`src/rtl/types_pkg.sv`:
```
// types_pkg: shared ALU opcode and FSM state types for acc_unit.
package types_pkg;
    typedef enum logic [2:0] {XOR, ADD, SUB, NEG, MOV, SAV, SWP, NOP} aluop_t;
    typedef enum logic [1:0] {IDLE, EXEC, DONE} state_t;
endpackage

```
`src/rtl/acc_unit_if.sv`:
```
// acc_unit_if: request handshake plus accumulator status bundle for acc_unit.
interface acc_unit_if
    import types_pkg::*;
#(
    parameter int WIDTH = 11
);
    logic                    req_valid;
    logic                    req_ready;
    aluop_t                  aluop;
    logic signed [WIDTH-1:0] operand;
    logic                    clr;
    logic                    done;
    logic signed [WIDTH-1:0] acc;
    logic signed [WIDTH-1:0] bak;
    logic                    zero;
    logic                    neg;
    logic                    sat;
    modport master (
        output req_valid, aluop, operand, clr,
        input  req_ready, done, acc, bak, zero, neg, sat
    );
    modport slave (
        input  req_valid, aluop, operand, clr,
        output req_ready, done, acc, bak, zero, neg, sat
    );
endinterface

```
`src/rtl/sat_clamp.sv`:
```
// sat_clamp: clamps a WIDTH+1 bit signed value into [-SAT_MAX, +SAT_MAX].
module sat_clamp #(
    parameter int WIDTH   = 11,
    parameter int SAT_MAX = 999
) (
    input  logic signed [WIDTH:0]   i_val,
    output logic signed [WIDTH-1:0] o_val,
    output logic                    o_sat
);
    localparam logic signed [WIDTH:0] L_MAX = (WIDTH+1)'(SAT_MAX);
    localparam logic signed [WIDTH:0] L_MIN = -L_MAX;
    logic w_hi;
    logic w_lo;
    assign w_hi  = i_val > L_MAX;
    assign w_lo  = i_val < L_MIN;
    assign o_sat = w_hi || w_lo;
    assign o_val = WIDTH'(w_hi ? L_MAX : w_lo ? L_MIN : i_val);
endmodule

```
`src/rtl/acc_unit.sv`:
```
// acc_unit: saturating accumulator with backup register, three-state
// IDLE/EXEC/DONE sequencer, one op per three cycles.
module acc_unit
    import types_pkg::*;
#(
    parameter int WIDTH   = 11,
    parameter int SAT_MAX = 999
) (
    input  logic      CLK,
    input  logic      rst,
    acc_unit_if.slave bus
);
    if (SAT_MAX > 2**(WIDTH-1)-1 || SAT_MAX < 0) begin : g_bad_sat_max
        $error("acc_unit: SAT_MAX does not fit a signed WIDTH-bit value");
    end

    state_t                  r_state;
    state_t                  w_next;
    aluop_t                  r_op;
    logic signed [WIDTH-1:0] r_opnd;
    logic                    r_opnd_sat;
    logic signed [WIDTH-1:0] r_acc;
    logic signed [WIDTH-1:0] r_bak;
    logic                    r_sat;
    logic                    w_xfer;
    logic signed [WIDTH-1:0] w_opnd;
    logic                    w_opnd_sat;
    logic signed [WIDTH:0]   w_acc_x;
    logic signed [WIDTH:0]   w_opnd_x;
    logic signed [WIDTH:0]   w_raw;
    logic signed [WIDTH-1:0] w_res;
    logic                    w_res_sat;
    logic                    w_arith;

    assign bus.req_ready = r_state == IDLE && !bus.clr;
    assign w_xfer        = bus.req_valid && bus.req_ready;
    assign bus.done      = r_state == DONE && !bus.clr;
    assign bus.acc       = r_acc;
    assign bus.bak       = r_bak;
    assign bus.sat       = r_sat;
    assign bus.zero      = r_acc == '0;
    assign bus.neg       = r_acc[WIDTH-1];

    sat_clamp #(.WIDTH(WIDTH), .SAT_MAX(SAT_MAX)) u_opnd_clamp (
        .i_val ({bus.operand[WIDTH-1], bus.operand}),
        .o_val (w_opnd),
        .o_sat (w_opnd_sat)
    );

    // Results are formed one bit wider so ADD/SUB overflow is seen before clamping.
    assign w_acc_x  = {r_acc[WIDTH-1], r_acc};
    assign w_opnd_x = {r_opnd[WIDTH-1], r_opnd};
    assign w_arith  = r_op inside {ADD, SUB, NEG, XOR, MOV};
    assign w_raw    = r_op == ADD ? w_acc_x + w_opnd_x :
                      r_op == SUB ? w_acc_x - w_opnd_x :
                      r_op == NEG ? -w_acc_x :
                      r_op == XOR ? w_acc_x ^ w_opnd_x :
                      r_op == MOV ? w_opnd_x : w_acc_x;

    sat_clamp #(.WIDTH(WIDTH), .SAT_MAX(SAT_MAX)) u_res_clamp (
        .i_val (w_raw),
        .o_val (w_res),
        .o_sat (w_res_sat)
    );

    always_comb begin
        w_next = IDLE;
        if (r_state == IDLE)
            w_next = w_xfer ? EXEC : IDLE;
        else if (r_state == EXEC)
            w_next = DONE;
    end

    always_ff @(posedge CLK) begin
        if (rst) begin
            r_op       <= NOP;
            r_opnd     <= '0;
            r_opnd_sat <= 1'b0;
        end else if (w_xfer) begin
            r_op       <= bus.aluop;
            r_opnd     <= w_opnd;
            r_opnd_sat <= w_opnd_sat;
        end
    end

    // NEG ignores the operand, so an operand clamp does not flag it.
    always_ff @(posedge CLK) begin
        if (rst || bus.clr) begin
            r_state <= IDLE;
            r_acc   <= '0;
            r_bak   <= '0;
            r_sat   <= 1'b0;
        end else begin
            r_state <= w_next;
            if (r_state == EXEC) begin
                r_acc <= w_arith ? w_res : r_op == SWP ? r_bak : r_acc;
                r_bak <= r_op inside {SAV, SWP} ? r_acc : r_bak;
                r_sat <= w_arith && (w_res_sat || (r_opnd_sat && r_op != NEG));
            end
        end
    end
endmodule

```
`src/flat_wrapper.sv`:
```
// flat-port wrapper written by rule: the top's interface ports become plain ports
module acc_unit_flat import types_pkg::*;
#(
    parameter int WIDTH   = 11,
    parameter int SAT_MAX = 999
)
  (CLK, rst, bus_req_valid, bus_aluop, bus_operand, bus_clr, bus_req_ready, bus_done, bus_acc, bus_bak, bus_zero, bus_neg, bus_sat);
  acc_unit_if #(.WIDTH(WIDTH)) bus_i ();
  input  logic CLK;
  input  logic rst;
  input wire logic [$bits(bus_i.req_valid)-1:0] bus_req_valid;
  input wire logic [$bits(bus_i.aluop)-1:0] bus_aluop;
  input wire logic [$bits(bus_i.operand)-1:0] bus_operand;
  input wire logic [$bits(bus_i.clr)-1:0] bus_clr;
  output wire logic [$bits(bus_i.req_ready)-1:0] bus_req_ready;
  output wire logic [$bits(bus_i.done)-1:0] bus_done;
  output wire logic [$bits(bus_i.acc)-1:0] bus_acc;
  output wire logic [$bits(bus_i.bak)-1:0] bus_bak;
  output wire logic [$bits(bus_i.zero)-1:0] bus_zero;
  output wire logic [$bits(bus_i.neg)-1:0] bus_neg;
  output wire logic [$bits(bus_i.sat)-1:0] bus_sat;
  assign bus_i.req_valid = bus_req_valid;
  assign bus_i.aluop = bus_aluop;
  assign bus_i.operand = bus_operand;
  assign bus_i.clr = bus_clr;
  assign bus_req_ready = bus_i.req_ready;
  assign bus_done = bus_i.done;
  assign bus_acc = bus_i.acc;
  assign bus_bak = bus_i.bak;
  assign bus_zero = bus_i.zero;
  assign bus_neg = bus_i.neg;
  assign bus_sat = bus_i.sat;
  acc_unit #(.WIDTH(WIDTH), .SAT_MAX(SAT_MAX)) u_core (.CLK(CLK), .rst(rst), .bus(bus_i));
endmodule
```
`config.mk`:
```
export PLATFORM = sky130hd
export DESIGN_NAME = acc_unit_flat
export DESIGN_NICKNAME = d
export VERILOG_FILES = /design/src/rtl/types_pkg.sv /design/src/rtl/acc_unit_if.sv /design/src/rtl/sat_clamp.sv /design/src/rtl/acc_unit.sv /design/src/flat_wrapper.sv
export SDC_FILE = /design/constraint.sdc
export NUM_CORES = 1
export LEC_CHECK = 0
export BUFFER_PORTS_ARGS = -buffer_cell sky130_fd_sc_hd__buf_2
export CORE_AREA = 2 2 99 101
export DETAILED_ROUTE_END_ITERATION = 6
export DIE_AREA = 0 0 101 103
export PLACE_DENSITY = 0.56
export SYNTH_ARGS = -nofsm -noshare
export SYNTH_HDL_FRONTEND = slang
export SYNTH_HIERARCHICAL = 1
export SYNTH_SLANG_ARGS = --single-unit
```
`constraint.sdc`:
```
create_clock -name CLK -period 7.29 [get_ports CLK]
set_clock_uncertainty 0.05 [all_clocks]
set_input_delay 1.458 -clock CLK [delete_from_list [all_inputs] [get_ports CLK]]
set_output_delay 1.458 -clock CLK [all_outputs]
set_load 0.03 [all_outputs]
```
* Word level (Yosys, flattened, before mapping) *
Cells that the tools add are included.

word-level totals
  register bits = 40
  logic and storage cells = 56

operators by class
  bitwise gates (word level) = 1
  reductions and logical operators = 18
  multiplexer cells = 14
  $add $sub $neg = 3
  $lt $le $gt $ge = 4
  eq/ne operators = 9

operators by type and width
  operator                                                         number
  two-way mux 11 bit                                               6
  two-way mux 12 bit                                               5
  adder 11 x 11 -> 12 bit                                          1
  greater-than comparator 12 x 11 -> 1 bit, second input constant  1
  less-than comparator 12 x 11 -> 1 bit, second input constant     1
  negator 11 -> 12 bit                                             1
  subtractor 11 x 11 -> 12 bit                                     1
  greater-than comparator 11 bit, second input constant            1
  zero test 11 bit                                                 1
  less-than comparator 11 bit, second input constant               1
  bitwise XOR 11 bit                                               1
  equality test 3 bit, second input constant                       3
  equality test 3 x 2 -> 1 bit, second input constant              2
  logical AND 1 bit                                                5
  nonzero test 5 bit                                               1
  logical OR 1 bit                                                 4
  two-way mux 2 bit                                                2
  AND reduction 2 bit                                              2
  nonzero test 2 bit                                               2
  equality test 3 x 1 -> 1 bit, second input constant              1
  zero test 3 bit                                                  1
  != test 3 x 2 -> 1 bit, second input constant                    1
  equality test 2 x 1 -> 1 bit, second input constant              1
  equality test 2 bit, second input constant                       1
  other kinds (3)                                                  3

* Depth between registers and ports, before layout *
Gate-level depths: netlist of the first run.

  word-level depth = 10
  mapped depth = 16
  gate-level depth less buffers = 16

* Modules after synthesis *
Netlist of the first run, hierarchy kept.

modules (own cells, without submodules)
  module     times used  area each (µm²)  seq. area each (µm²)  cells each
  acc_unit   1           3313.2           800.8                 437
  sat_clamp  2           182.7            0.0                   26

* Worst setup path before layout of the first run *
OpenSTA, ideal clock, no wires.

  kind = input-to-output
  from = input bus_clr
  to = output bus_req_ready
  data required time = 5.782 ns
  data arrival time = 2.188 ns
  path buffers = 0
  path slack = 3.594 ns
  stages on the path = 1
  cells stage by stage = nor3_1

on the way
  cells in the longest elaborated chain, start to end = 2

ends and longest elaborated chain
  what               RTL line            text
  from (decl)        flat_wrapper.sv:14  input wire logic [$bits(bus_i.clr)-1:0] bus_clr;
  zero test 1 bit    acc_unit.sv:35      assign bus.req_ready = r_state == IDLE && !bus.clr;
  logical AND 1 bit  acc_unit.sv:35
  to (decl)          flat_wrapper.sv:15  output wire logic [$bits(bus_i.req_ready)-1:0] bus_req_ready;

No other way between the ends.

* Worst setup path in the final report of the first run *
  from = register u_core.r_op[0]
  to = register u_core.r_acc[2], in the netlist u_core/bus.acc[2]

on the way
  cells in the longest elaborated chain, start to end = 10

ends and longest elaborated chain
  what                                   RTL line         text
  from (decl)                            acc_unit.sv:19   aluop_t r_op;
  from (signal assigned)                 acc_unit.sv:80   r_op <= bus.aluop;
  equality test 3 bit                    acc_unit.sv:58   r_op == MOV ? w_opnd_x : w_acc_x;
  two-way mux 12 bit                     acc_unit.sv:58
  two-way mux 12 bit                     acc_unit.sv:57   r_op == XOR ? w_acc_x ^ w_opnd_x :
  two-way mux 12 bit                     acc_unit.sv:56   r_op == NEG ? -w_acc_x :
  two-way mux 12 bit                     acc_unit.sv:55   r_op == SUB ? w_acc_x - w_opnd_x :
  two-way mux 12 bit *                   acc_unit.sv:54   assign w_raw = r_op == ADD ? w_acc_x + w_opnd_x :
  named net u_core.w_raw[9]              acc_unit.sv:30   logic signed [WIDTH:0] w_raw;
  less-than comparator 12 x 11 -> 1 bit  sat_clamp.sv:15  assign w_lo = i_val < L_MIN;
  two-way mux 11 bit                     sat_clamp.sv:17  assign o_val = WIDTH'(w_hi ? L_MAX : w_lo ? L_MIN : i_val);
  two-way mux 11 bit *                   sat_clamp.sv:17
  named net u_core.w_res[2]              acc_unit.sv:31   logic signed [WIDTH-1:0] w_res;
  two-way mux 11 bit *                   acc_unit.sv:96   r_acc <= w_arith ? w_res : r_op == SWP ? r_bak : r_acc;
  to (signal assigned)                   acc_unit.sv:96
  to (decl)                              acc_unit.sv:22   logic signed [WIDTH-1:0] r_acc;

Mark *: on every way through the listed nets, which the timed path passes. The rest lies on a longest branch.
A chain may end at the register's enable or synchronous reset.

==> impl_metrics.tcl, run 1 <==
set metrics [dict create \
    status "complete, no violations" \
    dr.pass1.iters 5 \
    area_growth_pct 8.57 \
    diodes 0 \
    yosys_warnings 6 \
    synth_fp_nets 532 \
    synth_cells 489 \
    clockBufferDepth 2 \
    grt_pass1_wl_um 18000 \
    antenna_found_initial 0 \
    cts_tree "yes" \
    layout_common_cells "nand2_1 (61), nor2_1 (49), buf_2 (44), dfxtp_1 (40), a21oi_1 (32)" \
    coreArea_um2 9460 \
    powerDensity_nw_per_um2 142 \
    wirelength_um 11100 \
    cts_setup_buffers 0 \
    fmax_ghz 0.246 \
    fp.dieW_um 101 \
    num-fill-cells 1009 \
    ys.flop_type "dfxtp_1" \
    first_iter_violations 252 \
    wl_per_cell_um 17.8 \
    synth.area.top_cells "dfxtp_1 (22%), ha_1 (7.8%), nand2_1 (6.2%)" \
    slew_headroom 0.128 \
    globalRouteMet3Util 0.0305 \
    gr-usage-met2 0.359 \
    required_ns 7.46 \
    syn_area_um2 3680 \
    synth_edf_count 0 \
    setup_viol 0 \
    worstSetupPathType "register to register" \
    clkSinkCount 40 \
    regArea_um2 801 \
    gp_congestion 0.926 \
    avgViaCountPerCell 6.01 \
    power.internal_mw 0.388 \
    cp.arrival_ns 4.23 \
    grt_use_met1 0.295 \
    power_leakage_nw 1.65 \
    finalPower_mw 0.567 \
    ctsResizeCount 0 \
    multi_input_area_um2 2580 \
    antenna_left 0 \
    hold_viol_final 0 \
    fin_nets 551 \
    row_count 36 \
    ys_async_sr_fraction 0 \
    worstPathMaxFanout 33 \
    ys_seq_area_frac 0.218 \
    overflow 0 \
    worstSetupStartpointType "register" \
    grt_pass1_vias 3509 \
    switching_share 0.315 \
    htreeDepth 2 \
    drive_gt1_frac 0.153 \
    placed_area_um2 3870 \
    max_cap_violations 0 \
    combPwrFrac 0.247 \
    grt_start_max_net_pins 34 \
    start_util 0.389 \
    post-route-drc-count 0 \
    rsz0062_at_grt "false" \
    crit_path_end_kind "register" \
    die_height_um 103 \
    tns_ns 0 \
    postCtsHoldBufs 0 \
    grt_usage 0.218 \
    numCtsBuffers 5 \
    cts_root_buf "clkbuf_8" \
    yosysTopAreaCell "dfxtp_1" \
    portBuffers 44 \
    seq_power_share 0.409 \
    ys_seq_elements 40 \
    clk_latency_ns 0.30 \
    finalCriticalPeriod_ns 4.06 \
    hpwl_um 8220 \
    ir_worst_vdd_mv 0.0931 \
    vias 3746 \
    finalMaxSlewViolations 0 \
    hold_path.class "register to register" \
    boundaryPins 45 \
    clock_power_share 0.345 \
    tightest_slew_ns 1.30 \
    netlist.area_leader.share 0.218 \
    netSwitchingPower_mw 0.179 \
    synth_cell_types 74 \
    grt_busiest_layer "met2" \
    die_area_um2 10400 \
    finalCritPeriodShare 0.557 \
    fin_area_um2 3990 \
    postSynthAreaPerCell_um2 7.52 \
    final_common_cell "nand2_1" \
    path_clk_slew_ns 0.08 \
]
routing by layer:
| layer | wire, um | share of wire |
|---|---|---|
| met1 | 5220 | 0.47 |
| met2 | 5020 | 0.45 |
| met3 | 631 | 0.057 |
| met4 | 206 | 0.019 |
| met5 | 0 | 0 |
stage by stage:
step	util	setup slack, ns	cells	hold slack [ns]
2_1_floorplan	-	3.59	489	0.381
3_5_place_dp	0.409	3.32	615	0.422
3_3_place_gp	0.409	3.37	615	0.419
4_1_cts	0.422	3.30	623	0.436
6_report	0.422	3.23	623	0.426
5_1_grt	0.422	2.85	623	0.453
critical path: stages, from the launching register on:
cell and delay [ns]:
dfxtp_1 0.56, or2_1 0.92, nand2_1 0.53, a21o_1 0.33, a21oi_1 0.16, and3_1 0.17, a211o_1 0.16, nor3b_1 0.08
a32oi_2 0.46, o21a_1 0.20, nand2_1 0.06, a311oi_1 0.27
worst paths after layout:
| check | from | slack [ns] | depth (start not counted) | endpoint |
|---|---|---|---|---|
| worst min-delay path | u_core/r_opnd_sat | 0.43 | 2 | u_core/r_opnd_sat |
| worst max-delay path | u_core/r_op[0] | 3.23 | 11 | u_core/bus.acc[2] |
| worst min register to register | u_core/r_opnd_sat | 0.43 | 2 | u_core/r_opnd_sat |
| worst max register to register | u_core/r_op[0] | 3.23 | 11 | u_core/bus.acc[2] |
power groups by stage:
stage	combinational [mW]	sequential [mW]	clock, mW
3_5_place_dp	0.136	0.237	0
4_1_cts	0.137	0.232	0.203
2_1_floorplan	0.108	0.233	0
6_report	0.140	0.232	0.196
5_1_grt	0.154	0.233	0.211
3_3_place_gp	0.136	0.237	0
synth_stat cells, drive strengths merged (6+ instances only):
master  count
o22ai       7
a21oi      33
a21o        8
a221oi     10
nor3b       6
clkbuf     19
nand3      13
a311oi     11
ha         23
nor3       15
nand2      61
o21ai      25
nor2       49
o21a       14
o211ai      8
mux2i      11
inv        29
xnor2       6
dfxtp      40
nand2b      7
buf        13
area by class of cell:
| class | count | area share |
|---|---|---|
| clock buffers | 6 | 0.0207 |
| clock inverters | 2 | 0.00971 |
| inverters | 30 | 0.0288 |
| multi-input cells | 385 | 0.646 |
| flip-flops and latches | 40 | 0.201 |
| well taps | 114 | 0.0357 |
| repair buffers | 46 | 0.0589 |
cell families (layout without fill, tap and decap cells):
kind of cell               after synthesis  count (layout)  synth area share
AOI/OAI and AO/OA                      162             162             0.322
xor gates and xnor gates                 9               9            0.0214
adders and majority gates               25              25            0.0891
buffers and inverters                   64              84            0.0827
DFF                                     40              40             0.218
muxes                                   11              11            0.0299
and+or+nand+nor                        178             178             0.237
sequential cells by signal (all words and copies together) (netlist names):
| name | cells |
|---|---|
| u_core/bus.acc | 11 |
| u_core/bus.bak | 11 |
| u_core/r_opnd | 11 |
| u_core/r_op | 3 |
| u_core/r_state | 2 |
| u_core/bus.sat | 1 |
| u_core/r_opnd_sat | 1 |
Power figures use the tool's default switching activity.
==> run 2, diff against run 1 <==
==> constraint.sdc (replaced) <==
create_clock -name CLK -period 3.9 [get_ports CLK]
set_clock_uncertainty 0.05 [all_clocks]
set_input_delay 0.78 -clock CLK [delete_from_list [all_inputs] [get_ports CLK]]
set_output_delay 0.78 -clock CLK [all_outputs]
set_load 0.03 [all_outputs]
==> run 2 against run 1 <==
Non-clock buffer count grew 14; wire length grew 0.61%; sequential share of layout area shrank 0.53 points; core utilization grew 1.2 points; hold slack gained 0.0018 ns; maximum frequency grew 11%; sequential power grew 88%; global-route usage grew 0.26 points; clock power grew 88%; flip-flop and latch count is the same; die area is the same.
==> impl_metrics.tcl, run 2 (synthesis gave the netlist of run 1 again) <==
set metrics [dict create \
    status "complete, no violations" \
    slew_headroom 0.204 \
    tns_ns 0 \
    hold_viol_final 0 \
    crit_slowest_cell "o22ai_1" \
    grt_start_max_net_pins 32 \
    hold_path.class "register to register" \
    reg2reg_depth 14 \
    wirelength_um 11200 \
    grt_pass1_wl_um 18100 \
    clkSinkCount 40 \
    power_leakage_nw 1.73 \
    holdPathStages 2 \
    vias 3778 \
    final_common_cell "nand2_1" \
    cpPeakStageDelay_ns 0.49 \
    area_growth_pct 11.7 \
    ir_worst_vdd_mv 0.144 \
    row_count 36 \
    die_area_um2 10400 \
    path_cells "ha_1, a21o_1, a31oi_1, a21oi_1, o211ai_1, a211oi_1, o22ai_1, nor3b_1, a32oi_2, nand2_1, a21oi_1, nor3b_1, a21oi_1, nor2_1" \
    reg2reg_from "u_core/bus.acc[4]" \
    crit_path_end_kind "register" \
    setup_viol 0 \
    cts_setup_buffers 0 \
    post-route-drc-count 0 \
    boundaryPins 45 \
    cp.arrival_ns 3.83 \
    portBuffers 44 \
    worstSetupPathType "register to register" \
    numCtsBuffers 5 \
    placed_area_um2 3980 \
    drive_gt1_frac 0.177 \
    postCtsHoldBufs 0 \
    antenna_found_initial 0 \
    worstPathMaxFanout 12 \
    tightest_slew_ns 1.19 \
    fin_area_um2 4110 \
    max_cap_violations 0 \
    fmax_ghz 0.275 \
    required_ns 4.08 \
    crit_start "u_core/bus.acc[4]" \
    ctsResizeCount 0 \
    layout_common_cells "nand2_1 (61), nor2_1 (49), buf_2 (44), dfxtp_1 (39), a21oi_1 (32)" \
    gp_congestion 0.897 \
    finalCritPeriodShare 0.934 \
    clk_latency_ns 0.31 \
    rsz0062_at_grt "false" \
    wl_per_cell_um 17.5 \
    fin_nets 566 \
    finalCriticalPeriod_ns 3.64 \
    hp-start "u_core/r_opnd[8]" \
    fp.dieW_um 101 \
    coreArea_um2 9460 \
    grt_usage 0.221 \
    overflow 0 \
    antenna_left 0 \
    diodes 0 \
    cts_root_buf "clkbuf_8" \
    powerDensity_nw_per_um2 260 \
    htreeDepth 2 \
    cpMostUsedCell "a21oi_1" \
    start_util 0.389 \
    cts_tree "yes" \
    worstSetupStartpointType "register" \
    fin_hold_ws_ns 0.428 \
    hpwl_um 8530 \
    avgViaCountPerCell 5.92 \
    dr.pass1.iters 5 \
    grt_pass1_vias 3498 \
    finalMaxSlewViolations 0 \
    die_height_um 103 \
    path_clk_slew_ns 0.09 \
    clockBufferDepth 2 \
    first_iter_violations 267 \
]
run 2: cell types whose count changed in the layout (fill, tap and decap cells not counted), sizes merged:
cell	before	now
buf	46	60
a32oi	3	4
run 2: final cells by class:
class | instances | area, um2
sequential | 40 | 802
tap | 114 | 143
inverter | 30 | 115
multi-input combinational | 386 | 2590
clock buffer | 6 | 82.6
fill | 1022 | 5350
clock inverter | 2 | 38.8
timing repair buffer | 60 | 340
run 2: critical path: cells and delay by family, from the launching register on:
family	cells	cell delay, ns
DFF	1	0.37
AOI/OAI and AO/OA	9	1.92
adders and majority gates	1	0.45
and+or+nand+nor	4	0.78
run 2: power breakdown:
part	internal [mW]	switching (mW)	total, mW
Clock	0.210	0.160	0.369
Combinational	0.103	0.162	0.266
Sequential	0.418	0.0168	0.435
run 2: through the flow:
stage | power, mW | setup WS (ns) | util | instances
6_report | 1.07 | 0.257 | 0.434 | 638
3_3_place_gp | 0.702 | 0.421 | 0.421 | 629
3_5_place_dp | 0.703 | 0.344 | 0.421 | 629
4_1_cts | 1.08 | 0.317 | 0.433 | 637
2_1_floorplan | 0.639 | 0.489 | - | 489
5_1_grt | 1.13 | 0.00641 | 0.434 | 638
run 2: final timing paths:
kind	endpoint	slack, ns
worst max-delay path	u_core/bus.sat	0.26
worst min-delay path	u_core/r_opnd[8]	0.43
worst max register to register	u_core/bus.sat	0.26
worst min register to register	u_core/r_opnd[8]	0.43
run 2: routing by layer:
layer	GRT usage	vias up	wire length, um
met5	0	-	0
met4	0.110	0	431
met3	0.0305	27	773
met2	0.351	157	4880
met1	0.294	1741	5070
li1	-	1853	-
==> run 3, diff against run 2 <==
--- a/config.mk
+++ b/config.mk
@@ -5,11 +5,12 @@
 export SDC_FILE = /design/constraint.sdc
 export NUM_CORES = 1
 export LEC_CHECK = 0
+export ABC_AREA = 1
 export BUFFER_PORTS_ARGS = -buffer_cell sky130_fd_sc_hd__buf_2
-export CORE_AREA = 2 2 99 101
+export CORE_AREA = 2 2 103 105
 export DETAILED_ROUTE_END_ITERATION = 6
-export DIE_AREA = 0 0 101 103
-export PLACE_DENSITY = 0.56
+export DIE_AREA = 0 0 105 107
+export PLACE_DENSITY = 0.55
 export SYNTH_ARGS = -nofsm -noshare
 export SYNTH_HDL_FRONTEND = slang
 export SYNTH_HIERARCHICAL = 1
==> run 3 against run 2 <==
Register-to-register slack better by 0.39 ns; core utilization rose by 0.052 points; global-route usage grew 1.6 points; wire length increased by 17%; via count up 17%; combinational power increased by 7%; maximum frequency increased by 12%; largest cell class unchanged; largest power group unchanged.
==> impl_metrics.tcl, run 3 <==
set metrics [dict create \
    switching_share 0.352 \
    cts_root_buf "clkbuf_8" \
    slew_headroom 0.496 \
    seq_power_share 0.401 \
    coreArea_um2 10100 \
    fp.dieW_um 105 \
    ys.flop_type "dfxtp_1" \
    ys_async_sr_fraction 0 \
    clk_latency_ns 0.30 \
    synth_cells 675 \
    numCtsBuffers 5 \
    worstPathMaxFanout 9 \
    status "complete, no violations" \
    die_height_um 107 \
    final_common_cell "nand2_1" \
    required_ns 4.06 \
    fin_nets 754 \
    clock_power_share 0.336 \
    fmax_ghz 0.307 \
    syn_area_um2 3930 \
    power.internal_mw 0.702 \
    cts_tree "yes" \
    finalMaxSlewViolations 0 \
    grt_usage 0.237 \
    area_growth_pct 11.8 \
    avgViaCountPerCell 5.23 \
    grt_pass1_wl_um 21200 \
    antenna_left 0 \
    drive_gt1_frac 0.112 \
    overflow 0 \
    gp_congestion 0.944 \
    ctsResizeCount 0 \
    netSwitchingPower_mw 0.382 \
    power_leakage_nw 2.38 \
    worstSetupStartpointType "register" \
    synth_common_cells "nand2_1 (192), inv_1 (109), a21oi_1 (54), nand3_1 (53), o21ai_0 (53)" \
    yosysMostFrequentCell "nand2_1" \
    cts_setup_buffers 0 \
    postSynthAreaPerCell_um2 5.81 \
    worstSetupPathType "register to register" \
    wl_per_cell_um 15.4 \
    tns_ns 0 \
    path_clk_slew_ns 0.09 \
    antenna_found_initial 0 \
    layout_common_cells "nand2_1 (192), inv_1 (109), a21oi_1 (54), nand3_1 (53), o21ai_0 (53)" \
    synth_edf_count 0 \
    crit_path_end_kind "register" \
    grt_start_max_net_pins 27 \
    powerDensity_nw_per_um2 247 \
    ys_seq_area_frac 0.204 \
    max_cap_violations 0 \
    hold_path.class "register to register" \
    clkSinkCount 40 \
    fin_hold_ws_ns 0.409 \
    clockBufferDepth 2 \
    portBuffers 44 \
    yosysTopAreaCell "dfxtp_1" \
    boundaryPins 45 \
    dr.pass1.iters 5 \
    synth_fp_nets 718 \
    tightest_slew_ns 0.753 \
    combPwrFrac 0.263 \
    row_count 37 \
    setup_viol 0 \
    htreeDepth 2 \
    netlist.area_leader.share 0.204 \
    vias 4431 \
    finalCriticalPeriod_ns 3.25 \
    start_util 0.389 \
    cp.arrival_ns 3.41 \
    finalCritPeriodShare 0.834 \
    first_iter_violations 363 \
    postCtsHoldBufs 0 \
    die_area_um2 11200 \
    ir_worst_vdd_mv 0.176 \
    grt_pass1_vias 4198 \
    ys_seq_elements 40 \
    wirelength_um 13100 \
    hpwl_um 10500 \
    diodes 0 \
    synth.area.top_cells "dfxtp_1 (20%), nand2_1 (18%), inv_1 (10%)" \
    synth_cell_types 32 \
    hold_viol_final 0 \
    post-route-drc-count 0 \
    rsz0062_at_grt "false" \
    yosys_warnings 6 \
]
## run 3: cell count changes in the layout (fill, tap and decap cells not counted), moves of 11 or more
cell and delta:
a311oi_1 -11, o21ai_0 +30, nand2_1 +131, o21a_1 -14
a21oi_1 +22, mux2i_1 -11, inv_1 +81, nand3_1 +40
## run 3: power by group through the flow
stage               clock network, mW  registers (mW)  logic (mW)
global route                    0.389           0.436       0.322
finish                          0.364           0.434       0.285
floorplan                           0           0.442       0.205
detailed placement                  0           0.444       0.279
global placement                    0           0.444       0.279
CTS                             0.373           0.435       0.280
## run 3: area by class of cell
cell class                 count  area, um2
clock buffer                   5       68.8
timing repair buffer          55        303
tap                          136        170
sequential                    40        801
clock inverter                 3       46.3
fill                        1156       5700
inverter                     112        420
multi-input combinational    497       2580
## run 3: routing by layer
metal,global-route usage,wire length [um],share of wire
met3,0.0267,852,0.065
met2,0.389,5930,0.45
met1,0.317,5870,0.45
met5,0,0,0
met4,0.0933,421,0.032
## run 3: path summary, 6_finish.rpt
check,to,startpoint,depth (start not counted),slack [ns]
worst max-delay path,u_core/bus.sat,u_core/bus.acc[0],21,0.65
worst min-delay path,u_core/r_opnd_sat,u_core/r_opnd_sat,2,0.41
worst max register to register,u_core/bus.sat,u_core/bus.acc[0],21,0.65
worst min register to register,u_core/r_opnd_sat,u_core/r_opnd_sat,2,0.41
## run 3: stage by stage
stage / std cells / setup slack (ns) / utilization / power (mW) / area, um2
3_3_place_gp: 840 / 0.844 / 0.424 / 0.723 / 4270
4_1_cts: 848 / 0.717 / 0.435 / 1.09 / 4390
3_5_place_dp: 840 / 0.743 / 0.424 / 0.723 / 4270
6_report: 848 / 0.647 / 0.435 / 1.08 / 4390
2_1_floorplan: 675 / 0.892 / - / 0.646 / 3930
5_1_grt: 848 / 0.298 / 0.435 / 1.15 / 4390
## run 3: kinds of logic after synthesis
logic type / share of synthesized area
AO/OA/AOI/OAI: 0.205
XOR/XNOR: 0.0156
adder cells (fa/ha/maj): 0.0835
buffers and inverters: 0.139
flip-flops: 0.204
AND/OR/NAND/NOR: 0.353
## run 3: worst max-delay path: stages, from the launching register on
cell and delay (ns):
dfxtp_1 0.41, inv_1 0.13, ha_1 0.26, fa_1 0.42, o21ai_0 0.39, nand2_1 0.12
nand3_1 0.09, nand3_1 0.09, nand2_1 0.09, nand2_1 0.05, nand2_1 0.13, nor2_1 0.05
nand2_1 0.07, nor2_2 0.03, nand2_1 0.06, nand2_2 0.08, nand2_4 0.11, nand2_1 0.10
o21ai_0 0.17, nor2_1 0.06, a21oi_1 0.12, nor2_1 0.05
